$ cat src/rtl/sram_arbiter_pkg.sv
// Shared types for the pixel SRAM arbiter: FSM states and access-owner encoding.
package sram_arbiter_pkg;

    typedef enum logic [1:0] {
        IDLE    = 2'd0,
        READ    = 2'd1,
        WRITE   = 2'd2,
        RECOVER = 2'd3
    } state_e;

    typedef enum logic [1:0] {
        OWN_VID  = 2'd0,
        OWN_CPU  = 2'd1,
        OWN_FIFO = 2'd2
    } owner_e;

endpackage

$ cat src/rtl/sram_arbiter.sv
// Arbitrates video reads, CPU reads and write-FIFO drains onto one async SRAM
// through a fixed-length IDLE -> READ/WRITE -> RECOVER access sequence.
module sram_arbiter
    import sram_arbiter_pkg::*;
#(
    parameter int unsigned ADDR_WIDTH  = 17,
    parameter int unsigned DATA_WIDTH  = 8,
    parameter int unsigned RD_CYCLES   = 2,
    parameter int unsigned WR_CYCLES   = 2,
    parameter int unsigned FIFO_SETTLE = 2
) (
    input  logic                  clk,
    input  logic                  reset,
    input  logic [ADDR_WIDTH-1:0] fifo_addr,
    input  logic [DATA_WIDTH-1:0] fifo_data,
    input  logic                  fifo_empty,
    output logic                  fifo_rd_en,
    input  logic                  vid_req,
    input  logic [ADDR_WIDTH-1:0] vid_addr,
    output logic [DATA_WIDTH-1:0] vid_data,
    output logic                  vid_valid,
    input  logic                  cpu_rd_req,
    input  logic [ADDR_WIDTH-1:0] cpu_rd_addr,
    output logic [DATA_WIDTH-1:0] cpu_rd_data,
    output logic                  cpu_rd_valid,
    output logic [ADDR_WIDTH-1:0] sram_addr,
    output logic [DATA_WIDTH-1:0] sram_dq_out,
    input  logic [DATA_WIDTH-1:0] sram_dq_in,
    output logic                  sram_dq_oe,
    output logic                  sram_cs_n,
    output logic                  sram_oe_n,
    output logic                  sram_we_n,
    output logic                  busy
);

    localparam int unsigned PHASE_MAX = (RD_CYCLES > WR_CYCLES) ? RD_CYCLES : WR_CYCLES;
    localparam int unsigned PW        = $clog2(PHASE_MAX + 1);
    localparam int unsigned SW        = $clog2(FIFO_SETTLE + 1);
    localparam logic [PW-1:0] RD_LAST = PW'(RD_CYCLES - 1);
    localparam logic [PW-1:0] WR_LAST = PW'(WR_CYCLES - 1);
    localparam logic [SW-1:0] SETTLE  = SW'(FIFO_SETTLE);

    state_e          state_q, state_d;
    owner_e          owner_q, owner_d;
    logic [PW-1:0]   phase_q, phase_d;
    logic [SW-1:0]   empty_cnt_q, empty_cnt_d;
    logic [SW-1:0]   full_cnt_q, full_cnt_d;

    logic [ADDR_WIDTH-1:0] addr_q, addr_d;
    logic [DATA_WIDTH-1:0] dq_out_q, dq_out_d;
    logic [DATA_WIDTH-1:0] vid_data_q, vid_data_d;
    logic [DATA_WIDTH-1:0] cpu_data_q, cpu_data_d;
    logic dq_oe_q, dq_oe_d, cs_n_q, cs_n_d, oe_n_q, oe_n_d, we_n_q, we_n_d;
    logic rd_en_q, rd_en_d, vid_valid_q, vid_valid_d, cpu_valid_q, cpu_valid_d;
    logic busy_q, busy_d;

    logic idle, cpu_ok, fifo_ok, grant_vid, grant_cpu, grant_fifo;

    // CPU reads wait for a settled-empty FIFO so they always see prior writes.
    always_comb begin
        idle       = (state_q == IDLE);
        cpu_ok     = (empty_cnt_q == SETTLE) && fifo_empty;
        fifo_ok    = (full_cnt_q == SETTLE) && !fifo_empty;
        grant_vid  = idle && vid_req;
        grant_cpu  = idle && !vid_req && cpu_rd_req && cpu_ok;
        grant_fifo = idle && !vid_req && !grant_cpu && fifo_ok;
    end

    always_comb begin
        empty_cnt_d = '0;
        full_cnt_d  = '0;
        if (fifo_empty) begin
            empty_cnt_d = (empty_cnt_q == SETTLE) ? SETTLE : empty_cnt_q + SW'(1);
        end else if (!rd_en_q) begin
            full_cnt_d = (full_cnt_q == SETTLE) ? SETTLE : full_cnt_q + SW'(1);
        end
    end

    // State register
    always_ff @(posedge clk or posedge reset) begin
        if (reset) begin
            state_q <= IDLE;
            owner_q <= OWN_VID;
            phase_q <= '0;
        end else begin
            state_q <= state_d;
            owner_q <= owner_d;
            phase_q <= phase_d;
        end
    end

    // Next-state logic
    always_comb begin
        state_d = state_q;
        owner_d = owner_q;
        phase_d = '0;
        unique case (state_q)
            IDLE: begin
                if (grant_vid) begin
                    state_d = READ;
                    owner_d = OWN_VID;
                end else if (grant_cpu) begin
                    state_d = READ;
                    owner_d = OWN_CPU;
                end else if (grant_fifo) begin
                    state_d = WRITE;
                    owner_d = OWN_FIFO;
                end
            end
            READ: begin
                if (phase_q == RD_LAST) state_d = RECOVER;
                else                    phase_d = phase_q + PW'(1);
            end
            WRITE: begin
                if (phase_q == WR_LAST) state_d = RECOVER;
                else                    phase_d = phase_q + PW'(1);
            end
            RECOVER: state_d = IDLE;
        endcase
    end

    // Output logic: next values of the registered SRAM pins and completions
    always_comb begin
        addr_d      = addr_q;
        dq_out_d    = dq_out_q;
        dq_oe_d     = dq_oe_q;
        cs_n_d      = cs_n_q;
        oe_n_d      = oe_n_q;
        we_n_d      = we_n_q;
        vid_data_d  = vid_data_q;
        cpu_data_d  = cpu_data_q;
        rd_en_d     = 1'b0;
        vid_valid_d = 1'b0;
        cpu_valid_d = 1'b0;
        busy_d      = (state_d != IDLE);
        unique case (state_q)
            IDLE: begin
                if (grant_vid || grant_cpu) begin
                    addr_d  = grant_vid ? vid_addr : cpu_rd_addr;
                    dq_oe_d = 1'b0;
                    cs_n_d  = 1'b0;
                    oe_n_d  = 1'b0;
                end else if (grant_fifo) begin
                    addr_d   = fifo_addr;
                    dq_out_d = fifo_data;
                    dq_oe_d  = 1'b1;
                    cs_n_d   = 1'b0;
                    we_n_d   = 1'b0;
                    rd_en_d  = 1'b1;
                end
            end
            READ: begin
                if (phase_q == RD_LAST) begin
                    cs_n_d = 1'b1;
                    oe_n_d = 1'b1;
                    if (owner_q == OWN_VID) begin
                        vid_valid_d = 1'b1;
                        vid_data_d  = sram_dq_in;
                    end else begin
                        cpu_valid_d = 1'b1;
                        cpu_data_d  = sram_dq_in;
                    end
                end
            end
            WRITE: begin
                // Address, data and DQ drive stay put through RECOVER for hold time.
                if (phase_q == WR_LAST) begin
                    we_n_d = 1'b1;
                    cs_n_d = 1'b1;
                end
            end
            RECOVER: dq_oe_d = 1'b0;
        endcase
    end

    always_ff @(posedge clk or posedge reset) begin
        if (reset) begin
            empty_cnt_q <= '0;
            full_cnt_q  <= '0;
            addr_q      <= '0;
            dq_out_q    <= '0;
            vid_data_q  <= '0;
            cpu_data_q  <= '0;
            dq_oe_q     <= 1'b0;
            cs_n_q      <= 1'b1;
            oe_n_q      <= 1'b1;
            we_n_q      <= 1'b1;
            rd_en_q     <= 1'b0;
            vid_valid_q <= 1'b0;
            cpu_valid_q <= 1'b0;
            busy_q      <= 1'b0;
        end else begin
            empty_cnt_q <= empty_cnt_d;
            full_cnt_q  <= full_cnt_d;
            addr_q      <= addr_d;
            dq_out_q    <= dq_out_d;
            vid_data_q  <= vid_data_d;
            cpu_data_q  <= cpu_data_d;
            dq_oe_q     <= dq_oe_d;
            cs_n_q      <= cs_n_d;
            oe_n_q      <= oe_n_d;
            we_n_q      <= we_n_d;
            rd_en_q     <= rd_en_d;
            vid_valid_q <= vid_valid_d;
            cpu_valid_q <= cpu_valid_d;
            busy_q      <= busy_d;
        end
    end

    assign fifo_rd_en   = rd_en_q;
    assign vid_data     = vid_data_q;
    assign vid_valid    = vid_valid_q;
    assign cpu_rd_data  = cpu_data_q;
    assign cpu_rd_valid = cpu_valid_q;
    assign sram_addr    = addr_q;
    assign sram_dq_out  = dq_out_q;
    assign sram_dq_oe   = dq_oe_q;
    assign sram_cs_n    = cs_n_q;
    assign sram_oe_n    = oe_n_q;
    assign sram_we_n    = we_n_q;
    assign busy         = busy_q;

endmodule

$ cat config.mk
export PLATFORM = sky130hd
export DESIGN_NAME = sram_arbiter
export DESIGN_NICKNAME = d
export VERILOG_FILES = /design/src/rtl/sram_arbiter_pkg.sv /design/src/rtl/sram_arbiter.sv
export SDC_FILE = /design/constraint.sdc
export NUM_CORES = 1
export LEC_CHECK = 0
export BUFFER_PORTS_ARGS = -buffer_cell sky130_fd_sc_hd__buf_2
export CORE_AREA = 5 5 88 90
export CTS_CLUSTER_SIZE = 16
export DETAILED_ROUTE_END_ITERATION = 16
export DIE_AREA = 0 0 93 95
export PLACE_DENSITY_LB_ADDON = 0.2
export SLEW_MARGIN = 20
export SYNTH_ARGS = -nofsm -noshare
export SYNTH_HDL_FRONTEND = slang
export SYNTH_SLANG_ARGS = --single-unit
$ cat constraint.sdc
create_clock -name clk -period 2.8 [get_ports clk]
set_input_delay 0.14 -clock clk [delete_from_list [all_inputs] [get_ports clk]]
set_output_delay 0.14 -clock clk [all_outputs]
set_load 0.01 [all_outputs]
Yosys cells after proc, flatten, opt, wreduce, memory -nomap -nowiden
Index checks and enable logic that the tools add are counted.

storage, ports and cells
  flip-flop bits (word level) = 59
  input port bits = 72
  logic and storage cells = 104

cells by class
  $add $sub $neg = 3
  equality and inequality tests = 13
  mux-type cells = 38
  bitwise logic cells = 2
  reductions and logical operators = 31

operators by type and width
  kind                 count
  $mux 17              3
  $mux 2               14
  $mux 1               16
  $reduce_and 3->1     5
  $reduce_bool 2->1    6
  $eq 2x2->1 const B   4
  $logic_and 1x1->1    8
  $pmux 1 s2           4
  $add 2x1->2 const B  3
  $ne 2x1->1 const B   3
  $ne 2x2->1 const B   3
  $pmux 2 s3           1
  $reduce_and 2->1     3
  $eq 2x1->1 const B   2
  $logic_not 2->1      2
  $reduce_and 4->1     1
  $logic_not 1->1      3
  $ne 3x1->1 const B   1
  $reduce_bool 3->1    1
  $not 1->1            2
  $reduce_or 2->1      1
  $logic_or 1x1->1     1

Depth between registers and ports, before layout
  depth in word-level cells = 12
  gate-level depth with buffers = 8
  gate-level depth less buffers = 6

Least setup slack after synthesis
No wires, ideal clock.

  path type = reg-to-reg
  start point = register state_q[0]
  end point = register busy_q (netlist: busy)
  data arrival time = 1.399 ns
  slack = 1.270 ns
  cell stages (with the launch flop) = 9
  path through = dfrtp_1 > inv_1 > ha_1 > buf_4 > nand4bb_4 > buf_4 > nand3_1 > o211ai_1 > nand3b_1

on the way
  cells in the longest elaborated chain, start to end = 12
  elaborated cells between the ends (all ways) = 18
  classes of those cells = eq/ne (3); mux (5); reduce/logical (10)

RTL lines
  element                         RTL line                                RTL
  start, declared                 sram_arbiter.sv:43                      state_e state_q, state_d;
  start signal, assigned          sram_arbiter.sv:86                      state_q <= state_d;
  $logic_not 2->1                 sram_arbiter.sv:61, sram_arbiter.sv:97
  $logic_and 1x1->1               sram_arbiter.sv:65, sram_arbiter.sv:66
  $logic_and 1x1->1 (2 in a row)  sram_arbiter.sv:65                      grant_cpu = idle && !vid_req && cpu_rd_req && cpu_ok;
  $logic_not 1->1                 sram_arbiter.sv:66                      grant_fifo = idle && !vid_req && !grant_cpu && fifo_ok;
  $logic_and 1x1->1 (2 in a row)  sram_arbiter.sv:66
  $mux 2                          sram_arbiter.sv:105                     end else if (grant_fifo) begin
  $mux 2                          sram_arbiter.sv:102                     end else if (grant_cpu) begin
  $mux 2                          sram_arbiter.sv:99                      if (grant_vid) begin
  $pmux 2 s3 *                    sram_arbiter.sv:97                      unique case (state_q)
  named net state_d[0]            sram_arbiter.sv:43
  $reduce_bool 2->1 *             sram_arbiter.sv:135                     busy_d = (state_d != IDLE);
  named net busy_d                sram_arbiter.sv:55                      logic busy_q, busy_d;
  end signal, assigned            sram_arbiter.sv:206                     busy_q <= busy_d;
  end, declared                   sram_arbiter.sv:55

The timed path passes the listed nets; every way through them passes the cells marked *.
A chain may end at the register's enable or synchronous reset.

Final worst setup path
  start point = register state_q[0]
  end point = register addr_q[10] (netlist: sram_addr[10])

on the way
  cells in the longest elaborated chain, start to end = 9
  elaborated cells between the ends (all ways) = 13
  classes of those cells = mux (2); reduce/logical (11)

RTL lines
  element                         RTL line                                 RTL
  $logic_not 2->1 *               sram_arbiter.sv:61, sram_arbiter.sv:136
  $logic_and 1x1->1               sram_arbiter.sv:65, sram_arbiter.sv:66
  $logic_and 1x1->1 (2 in a row)  sram_arbiter.sv:65
  $logic_not 1->1                 sram_arbiter.sv:66
  $logic_and 1x1->1 (2 in a row)  sram_arbiter.sv:66
  $reduce_bool 2->1 (no line)     n/a
  $reduce_and 2->1 (no line)      n/a
  end signal, assigned            sram_arbiter.sv:195                      addr_q <= addr_d;
  end, declared                   sram_arbiter.sv:49                       logic [ADDR_WIDTH-1:0] addr_q, addr_d;

Every way passes the cells marked *; elsewhere a longest branch is shown, timed or not.

==> results_dict.tcl <==
set metrics [dict create \
    outcome "finished, final reports clean" \
    h-tree-depth 3 \
    synth_top_area_share_pct 50.3 \
    drc_errors 0 \
    clock_latency_ps 330 \
    final_common_cell "buf_2" \
    grt_pass1_wl_mm 11.7 \
    slew_viol_final 0 \
    dpl.hpwl_mm 5.20 \
    final_area_um2 3710 \
    yosysTopAreaCell "dfrtp_1" \
    synth_warnings 0 \
    place.gp.congestion 0.784 \
    wl_per_cell_um 15.3 \
    leakage_nw 1.94 \
    initial_utilization_pct 39.9 \
    layout-area-overhead-vs-synth_pct 33.2 \
    nNetsFinal 473 \
    die_w_um 93 \
    cts_tree "done" \
    vias 2434 \
    root_buffer "clkbuf_8" \
    dieArea_um2 8840 \
    grt_max_degree 39 \
    slew_headroom_pct 41.7 \
    cts_sinks 59 \
    worst-path-max-fanout 18 \
    grt_pass1_vias 2410 \
    diodes 0 \
    tightest_slew_ps 871 \
    cts_buffers 9 \
    antenna_found_initial 0 \
    final_hold_viol_count 0 \
    rsz0062_at_grt "false" \
    synth_fp_nets 345 \
    grt_overflow 0 \
    finalCritPeriodShare_pct 73.5 \
    cts_buffer_depth 2 \
    synth.avg_cell_area_um2 10.6 \
    period_minus_slack_ps 2060 \
    fmax_ghz 0.486 \
    first_pass_iters 4 \
    ys_ff_latch 59 \
    track_usage_pct 17.0 \
    placed_area_um2 3410 \
    clock-skew-final_ps 10.9 \
    holdWs_ps 51.4 \
    post-cts-setup-buffers 0 \
    synthTopCellsByArea "dfrtp_1 (50%), nand2_1 (8.6%), mux2_2 (6.5%)" \
    synthCells 264 \
    fp.coreArea_um2 6980 \
    wl_mm 7.31 \
    netlist_area_um2 2790 \
    worst_setup_path_start_kind "register" \
    maxCapViolCount 0 \
    peakVddDrop_v 0.000507 \
    critPathRequiredTime_ps 2970 \
    finalSetupViolations 0 \
    ys_types 37 \
    detail-route-antenna-nets 0 \
    crit_arrival_ps 2230 \
    worstSetupEndpointType "register" \
    yosysSeqAreaShare_pct 53.1 \
    drtIter0Drc 96 \
    critPathKind "register to register" \
    setup_tns_ps 0 \
    viasPerCell 5.08 \
    drive_gt1_share_pct 42.3 \
    ios 121 \
    rows 31 \
    p_total_mw 3.69 \
    layout_common_cells "buf_2 (120), nand2_1 (64), dfrtp_1 (56)" \
    min_path_type "primary input to register" \
    die_h_um 95 \
    path_clk_slew_ps 70 \
    final_util_pct 53.2 \
    cellPowerDensity_nw_per_um2 992 \
    io_buffers 120 \
]
## worst max-delay path, cell delays in order (launching register included)
cell	delay, ps
dfrtp_1	420
inv_1	130
ha_1	430
buf_4	280
nand2_2	240
a211oi_1	340
a31oi_1	70
## flip-flops by register name (all words and copies together), names as in the netlist
| name | flops |
|---|---|
| busy | 1 |
| cpu_rd_data | 8 |
| cpu_rd_valid | 1 |
| empty_cnt_q | 2 |
| fifo_rd_en | 1 |
| full_cnt_q | 2 |
| owner_q | 2 |
| phase_q | 2 |
| sram_addr | 17 |
| sram_cs_n | 1 |
| sram_dq_oe | 1 |
| sram_dq_out | 8 |
| sram_oe_n | 1 |
| sram_we_n | 1 |
| state_q | 2 |
| vid_data | 8 |
| vid_valid | 1 |
## Yosys cell counts
cell and n:
dfstp_2 3, buf_4 5, buf_2 4, and2b_1 1
nor3b_1 2, inv_1 10, nand3_1 1, and2_1 3
a21oi_1 5, mux2_2 16, nand2b_1 2, mux2i_1 1
o21ai_0 5, nor2_1 4, nand3_2 1, o21ai_1 1
a31oi_1 17, inv_2 1, a211oi_1 16, a211oi_2 1
ha_1 9, nand2_1 64, nand4bb_4 1, and3_4 1
o211ai_1 2, nand3b_1 1, o21ai_4 1, nor2b_1 2
o41ai_1 1, and3_1 17, clkbuf_1 3, nor2_4 1
a22oi_1 1, dfrtp_1 56, nor3b_2 1, buf_6 3
nand2_2 1
## cell families after synthesis
| kind of cell | share of synthesized area, % |
|---|---|
| muxes | 6.82 |
| AOI/OAI and AO/OA | 12.3 |
| DFF | 53.1 |
| and+or+nand+nor | 18.6 |
| adders and majority gates | 4.04 |
| buffers and inverters | 5.16 |
## metal layers
metal,global-route usage (%),part of all wire (%),vias up,wire length [um]
li1,-,-,1172,-
met1,22.2,44,1152,3230
met2,26.0,45,101,3260
met3,5.58,10,9,734
met4,6.96,1.1,0,78
met5,0,0,-,0
## final timing paths
check	cells past startpoint	to	from	slack, ps
min in group asynchronous	3	sram_addr[7]$_DFFE_PP0P_	reset	500
max in group asynchronous	4	vid_data[3]$_DFFE_PP0P_	reset	1490
hold reg to reg	1	full_cnt_q[1]$_DFF_PP0_	fifo_rd_en$_DFF_PP0_	450
setup reg to reg	6	sram_addr[10]$_DFFE_PP0P_	state_q[0]$_DFF_PP0_	740
hold / removal	2	vid_data[4]$_DFFE_PP0P_	sram_dq_in[4]	50
setup / recovery	6	sram_addr[10]$_DFFE_PP0P_	state_q[0]$_DFF_PP0_	740
## per-stage QoR
| step | setup slack [ps] | instances |
|---|---|---|
| after floorplan | 1210 | 264 |
| after global placement | 824 | 454 |
| after detailed placement | 746 | 454 |
| after CTS | 743 | 479 |
| after global routing | 483 | 479 |
| final | 741 | 479 |
## report_power, final
| part | switching, mW | internal, mW | total, mW |
|---|---|---|---|
| Combinational | 0.805 | 0.658 | 1.46 |
| Sequential | 0.181 | 1.23 | 1.41 |
| Clock | 0.333 | 0.481 | 0.813 |
## layout make-up
cell class	instances	area [um2]
clock buffers	12	165
clock inverters	4	47.5
fillers	638	3270
inverters	11	41.3
multi-input cells	179	1160
flip-flops and latches	59	1480
well taps	82	103
repair buffers	132	713
## repair_timing
action / 4_1_cts / 5_1_grt
gates resized for setup: 0 / 0
hold endpoints to repair: 42 / 0
hold buffers: 9 / 0
(Power assumes the default switching activity.)
